`config.mk`:
```
export PLATFORM = sky130hd
export DESIGN_NAME = gpio_debounce_flat
export DESIGN_NICKNAME = d
export VERILOG_FILES = /design/src/rtl/gpio_debounce_if.sv /design/src/rtl/gpio_debounce.sv /design/src/flat_wrapper.sv
export SDC_FILE = /design/constraint.sdc
export NUM_CORES = 1
export LEC_CHECK = 0
export ABC_AREA = 1
export CORE_ASPECT_RATIO = 0.7
export CORE_MARGIN = 2
export CORE_UTILIZATION = 45
export DETAILED_ROUTE_END_ITERATION = 8
export GPL_ROUTABILITY_DRIVEN = 1
export PLACE_DENSITY = 0.69
export SLEW_MARGIN = 10
export SYNTH_ARGS = -nofsm -noshare
export SYNTH_HDL_FRONTEND = slang
export SYNTH_SLANG_ARGS = --single-unit
```
`constraint.sdc`:
```
create_clock -name i_clk -period 2.31 [get_ports i_clk]
set_clock_uncertainty 0.15 [all_clocks]
set_input_delay 0.462 -clock i_clk [delete_from_list [all_inputs] [get_ports i_clk]]
set_output_delay 0.462 -clock i_clk [all_outputs]
set_load 0.05 [all_outputs]
```
`src/rtl/gpio_debounce_if.sv`:
```
// Pin-side bundle of the debouncer: raw pin levels in, filtered levels and change pulses out.
// master drives the raw pins, slave is the debouncer.
interface gpio_debounce_if #(
    parameter int NIN = 16
);
    logic [NIN-1:0] i_pins;
    logic [NIN-1:0] o_gpio;
    logic [NIN-1:0] o_rise;
    logic [NIN-1:0] o_fall;
    logic           o_any;

    modport master (
        output i_pins,
        input  o_gpio,
        input  o_rise,
        input  o_fall,
        input  o_any
    );

    modport slave (
        input  i_pins,
        output o_gpio,
        output o_rise,
        output o_fall,
        output o_any
    );
endinterface

```
`src/rtl/gpio_debounce.sv`:
```
// Two-flop synchronizer plus per-pin debounce counters on a shared prescaler tick; accepted changes emit registered rise/fall/any pulses.
// Latency with PRESCALE=1: a level captured at edge E0 reaches o_gpio at edge E(NSAMPLES+1); no backpressure.
module gpio_debounce #(
    parameter int             NIN      = 16,
    parameter int             PRESCALE = 100,
    parameter int             NSAMPLES = 4,
    parameter logic [NIN-1:0] DEFAULT  = '0
) (
    input  logic            i_clk,
    input  logic            i_reset,
    gpio_debounce_if.slave  bus
);
    localparam int PW = (PRESCALE > 1) ? $clog2(PRESCALE) : 1;
    localparam int CW = (NSAMPLES > 1) ? $clog2(NSAMPLES) : 1;
    localparam logic [PW-1:0] PRE_LAST = PW'(PRESCALE - 1);
    localparam logic [CW-1:0] CNT_LAST = CW'(NSAMPLES - 1);

    logic [NIN-1:0] s1_q, s2_q;
    logic [NIN-1:0] gpio_q, gpio_d;
    logic [NIN-1:0] rise_q, rise_d;
    logic [NIN-1:0] fall_q, fall_d;
    logic           any_q, any_d;
    logic [PW-1:0]  pre_q, pre_d;
    logic           tick;
    logic [CW-1:0]  cnt_q [NIN];
    logic [CW-1:0]  cnt_d [NIN];

    always_comb begin
        tick  = (pre_q == PRE_LAST);
        pre_d = tick ? '0 : pre_q + PW'(1);
    end

    // Any sample matching the current filtered level restarts that pin's count,
    // so a bounce always costs the full NSAMPLES ticks again.
    always_comb begin
        gpio_d = gpio_q;
        rise_d = '0;
        fall_d = '0;
        for (int k = 0; k < NIN; k++) begin
            cnt_d[k] = cnt_q[k];
            if (s2_q[k] == gpio_q[k]) begin
                cnt_d[k] = '0;
            end else if (tick && (cnt_q[k] == CNT_LAST)) begin
                gpio_d[k] = s2_q[k];
                rise_d[k] = s2_q[k];
                fall_d[k] = ~s2_q[k];
                cnt_d[k]  = '0;
            end else if (tick) begin
                cnt_d[k] = cnt_q[k] + CW'(1);
            end
        end
        any_d = |(rise_d | fall_d);
    end

    always_ff @(posedge i_clk) begin
        if (i_reset) begin
            s1_q   <= DEFAULT;
            s2_q   <= DEFAULT;
            gpio_q <= DEFAULT;
            rise_q <= '0;
            fall_q <= '0;
            any_q  <= 1'b0;
            pre_q  <= '0;
            for (int k = 0; k < NIN; k++) begin
                cnt_q[k] <= '0;
            end
        end else begin
            s1_q   <= bus.i_pins;
            s2_q   <= s1_q;
            gpio_q <= gpio_d;
            rise_q <= rise_d;
            fall_q <= fall_d;
            any_q  <= any_d;
            pre_q  <= pre_d;
            for (int k = 0; k < NIN; k++) begin
                cnt_q[k] <= cnt_d[k];
            end
        end
    end

    assign bus.o_gpio = gpio_q;
    assign bus.o_rise = rise_q;
    assign bus.o_fall = fall_q;
    assign bus.o_any  = any_q;
endmodule
```
`src/flat_wrapper.sv`:
```
// flat-port wrapper written by rule: the top's interface ports become plain ports
module gpio_debounce_flat 
#(
    parameter int             NIN      = 16,
    parameter int             PRESCALE = 100,
    parameter int             NSAMPLES = 4,
    parameter logic [NIN-1:0] DEFAULT  = '0
)
  (i_clk, i_reset, bus_i_pins, bus_o_gpio, bus_o_rise, bus_o_fall, bus_o_any);
  gpio_debounce_if #(.NIN(NIN)) bus_i ();
  input  logic i_clk;
  input  logic i_reset;
  input wire logic [$bits(bus_i.i_pins)-1:0] bus_i_pins;
  output wire logic [$bits(bus_i.o_gpio)-1:0] bus_o_gpio;
  output wire logic [$bits(bus_i.o_rise)-1:0] bus_o_rise;
  output wire logic [$bits(bus_i.o_fall)-1:0] bus_o_fall;
  output wire logic [$bits(bus_i.o_any)-1:0] bus_o_any;
  assign bus_i.i_pins = bus_i_pins;
  assign bus_o_gpio = bus_i.o_gpio;
  assign bus_o_rise = bus_i.o_rise;
  assign bus_o_fall = bus_i.o_fall;
  assign bus_o_any = bus_i.o_any;
  gpio_debounce #(.NIN(NIN), .PRESCALE(PRESCALE), .NSAMPLES(NSAMPLES), .DEFAULT(DEFAULT)) u_core (.i_clk(i_clk), .i_reset(i_reset), .bus(bus_i));
endmodule
```
# == Word-level counts from Yosys, hierarchy flattened ==
# Memory sizes are Yosys's and may differ from the RTL's.
# Cells that the tools add are included.
# word_totals
ff_bits,88
ramBits,32
memories,1
# op_classes
n_addsub,17
n_eq_ne,33
mux,131
n_bitwise,49
n_reduce_logical,34
# memory_table
name,words,width,rd,rd_ports_with_merged_regs,write_ports,line_no,rtl
u_core.cnt_q,16,2,16,0,16,gpio_debounce.sv:25,logic [CW-1:0] cnt_q [NIN];
# op_table
cell,n
$mux 2,64
$mux 1,67
$add 2x1->2 const B,16
$eq 2x2->1 const B,16
$not 1->1,32
$reduce_and 2->1,16
$eq 1x1->1,16
$logic_and 1x1->1,16
$or 1x1->1,16
$or 16x16->16,1
$reduce_or 16->1,1
$add 7x1->7 const B,1
$eq 7x7->1 const B,1
$reduce_or 2->1,1

# == Depth between registers and ports, before layout ==
# logic_depth
depth_word,6
depth_mapped,11
depth_no_buf,11

# == Worst setup path before layout ==
# Ideal clock, no wire load.
# synth_timing
path_kind,input-to-reg
startpoint,input i_reset
endpoint,memory u_core.cnt_q[0][10] in the netlist's numbering
arrival_ps,1330
slack_ps,760
cell_stages,6
n_path_buf,3
path_cell_list,clkbuf_1 > inv_1 > buf_2 > buf_1 > nand3_1 > a21oi_1
# synth_lines
item,line_no,rtl
from (decl),flat_wrapper.sv:12,input logic i_reset;
to (decl),gpio_debounce.sv:25,

# == Worst setup path after layout ==
# layout_timing
startpoint,register u_core.gpio_q[5] (netlist: u_core.bus.o_gpio[5])
endpoint,output bus_o_gpio[5]
# layout_lines
item,line_no,rtl
from (decl),gpio_debounce.sv:19,"logic [NIN-1:0] gpio_q, gpio_d;"
from (signal assigned),gpio_debounce.sv:70,gpio_q <= gpio_d;
to (decl),flat_wrapper.sv:14,output wire logic [$bits(bus_i.o_gpio)-1:0] bus_o_gpio;
# No word-level cell between the ends.

==> summary.md <==
| Metric | Value |
|---|---|
| Status | `complete, no violations` |
| P_leak | `2.42 nW` |
| Total GRT Usage | `0.186` |
| Drt pass-1 iters | `4` |
| First-pass GRT wire length | `16200 um` |
| Hold Violations, Final | `0` |
| Die Y | `88.6 um` |
| CTS Buf Count | `17` |
| Worst Path Required | `1700 ps` |
| Ant. Diodes | `0` |
| Synthesized area | `4600 um^2` |
| Core Util, Final | `0.603` |
| Finished Layout Cells | `745` |
| Placer Congestion | `0.791` |
| Drt first-iter violations | `210` |
| CTS clk-pin slew, worst paths | `50 ps` |
| Largest stage delay on the critical path | `830 ps` |
| Yosys warns | `0` |
| Clock sinks | `120` |
| Crit-path cells | `clkdlybuf4s50_1` |
| Die X | `125 um` |
| Post-synthesis sequential area ratio | `0.522` |
| Die Area | `11100 um^2` |
| Antenna violations before repair | `0` |
| RSZ-0062 raised after global routing | `no` |
| Critical path launch point type | `flip-flop` |
| Least-Margin Pin Slew | `555 ps` |
| Final ANT Viol Nets | `0` |
| Pwr per Cell Area | `786 nW/um^2` |
| Routed WL | `9420 um` |
| Final Setup Violations | `0` |
| Post-synthesis cell count | `532` |
| CTS tree | `yes` |
| Placed cell count | `714` |
| Post-layout minimum cycle time | `2260 ps` |
| CTS root buffer | `clkbuf_16` |
| DR WL/cell | `12.6 um` |
| Area after DPL | `5370 um^2` |
| Hpwl dp | `6420 um` |
| TNS Setup | `0 ps` |
| CP bufs+invs | `1` |
| Kind of critical path | `reg2out` |
| Max-slew violation count | `0` |
| Pin count of the biggest net entering global routing | `38` |
| Initial Utilization | `0.468` |
| Postcts setup bufs | `0` |
| Worst-path fanout max | `4` |
| Ys async rst share | `0` |
| Syn Area/Cell | `8.65 um^2` |
| Via/cell ratio | `4.83` |
| Drt drc | `0` |
| CP top delay family | `buffers and inverters` |
| Clock Latency Late Sink | `410 ps` |
| CP endpoint kind | `output pin` |
| Share of post-route cells with drive strength above 1 | `0.113` |
| Vias | `3595` |
| H-tree Lvls | `4` |
| Vias in the first global route | `3544` |
| Arrival @ worst endpoint | `1640 ps` |
| Nets | `640` |
| Master of the slowest instance on the critical path | `clkdlybuf4s50_1` |
| Hold WS | `249 ps` |
| Relative slew slack | `0.629` |
| Dominant synthesized flop cell | `dfxtp_1` |
| Max-Cap Viols | `0` |
| Io pins | `67` |
| Fill cells | `853` |
| Synth cell types | `34` |
| Multi-input gate area | `1840 um^2` |
| Fmax | `443 MHz` |
| Core area | `9830 um^2` |
| Largest buffer count on any clock path | `2` |
| Reg area | `2400 um^2` |
| Max IR drop VDD | `0.523 mV` |
| Port bufs | `66` |
| EDFF count, synth | `0` |
| Syn nets | `567` |
| Flops & latches, synth | `120` |
| Layout Area Growth over Synthesis | `28.8%` |
| Rows | `30` |
| Period utilisation layout | `0.976` |
| Gr ovfl total | `0` |
| Worst hold path class | `reg2reg` |
| Final instance area | `5930 um^2` |
-- where the power goes --
part | total (mW) | internal, mW | switching [mW]
Clock | 2.42 | 1.54 | 0.879
Combinational | 0.120 | 0.0530 | 0.0666
Sequential | 2.12 | 2.10 | 0.0180
Total | 4.66 | 3.70 | 0.963
-- stage by stage --
stage / worst slack [ps] / power (mW)
after floorplan: 760 / 2.23
after global placement: 406 / 2.28
after detailed placement: 297 / 2.28
after CTS: 20.5 / 4.71
after global routing: 4.27 / 4.83
final: 54.9 / 4.66
-- synth_stat cells (5+ instances only) --
cell	instances	area share
nor4_1	14	0.019
clkbuf_1	8	0.0065
nand3_1	38	0.041
or2_0	13	0.018
buf_2	5	0.0054
inv_1	62	0.051
nand2_1	83	0.068
nor2_2	6	0.0082
xor2_1	14	0.027
dfxtp_1	120	0.52
a21oi_1	39	0.042
nor2_1	63	0.051
ha_1	17	0.046
a31o_2	8	0.015
-- area by class of cell --
type,count,area share
Clock buffer,22,0.0800
Clock inverter,9,0.0127
Inverter,63,0.0399
Multi-Input combinational cell,329,0.311
Sequential cell,120,0.405
Tap cell,128,0.0270
Timing Repair Buffer,74,0.124
-- layout by cell type (no fill, tap or decap), drive strengths merged --
master and count:
xor2 14, nand2 87, bufinv 1, clkbuf 22, dlymetal6s2s 3, clkdlybuf4s50 62
a21oi 42, or2 17, buf 9, ha 17, nor3 3, a211oi 1
a31o 8, clkinv 6, clkinvlp 2, nand3 42, nor3b 1, nand4 6
nor4 14, inv 63, o21ai 3, xnor2 1, nor2 71, o211ai 2
dfxtp 120
-- sequential cells by signal (all words and copies together), names as in the netlist --
name and count:
u_core.bus.o_gpio 16, u_core.bus.o_fall 16, u_core.cnt_q 32, u_core.bus.o_any 1, u_core.pre_q 7, u_core.s2_q 16
u_core.bus.o_rise 16, u_core.s1_q 16
-- logic make-up after synthesis --
| kind of cell | count (synthesis) | share of synthesized area |
|---|---|---|
| flip-flops | 120 | 0.522 |
| buffers and inverters | 83 | 0.0775 |
| adder cells (fa/ha/maj) | 17 | 0.0462 |
| AO/OA/AOI/OAI | 56 | 0.0715 |
| AND/OR/NAND/NOR | 241 | 0.254 |
| XOR/XNOR | 15 | 0.0285 |
-- per-layer routing --
| layer | global-route usage | wire (um) | part of all wire | up-vias |
|---|---|---|---|---|
| met5 | 0 | 0 | 0 | - |
| met4 | 0.0677 | 148 | 0.016 | 0 |
| met3 | 0.0738 | 631 | 0.067 | 13 |
| met2 | 0.301 | 4240 | 0.45 | 74 |
| met1 | 0.228 | 4410 | 0.47 | 1646 |
| li1 | - | - | - | 1862 |
-- worst paths after layout --
path              cells past startpoint  slack (ps)             endpoint            startpoint
setup / recovery                      1          50        bus_o_gpio[5]  u_core.bus.o_gpio[5]
hold / removal                        2         250      u_core.s2_q[11]       u_core.s1_q[11]
setup reg to reg                      7         280  u_core.cnt_q[0][28]       u_core.pre_q[0]
hold reg to reg                       2         250      u_core.s2_q[11]       u_core.s1_q[11]
-- what timing repair did --
action,4_1_cts,5_1_grt
setup endpoints to repair,0,3
hold buffers,0,0
resized for setup,0,3
No activity file was read; power rests on OpenSTA's default activity.
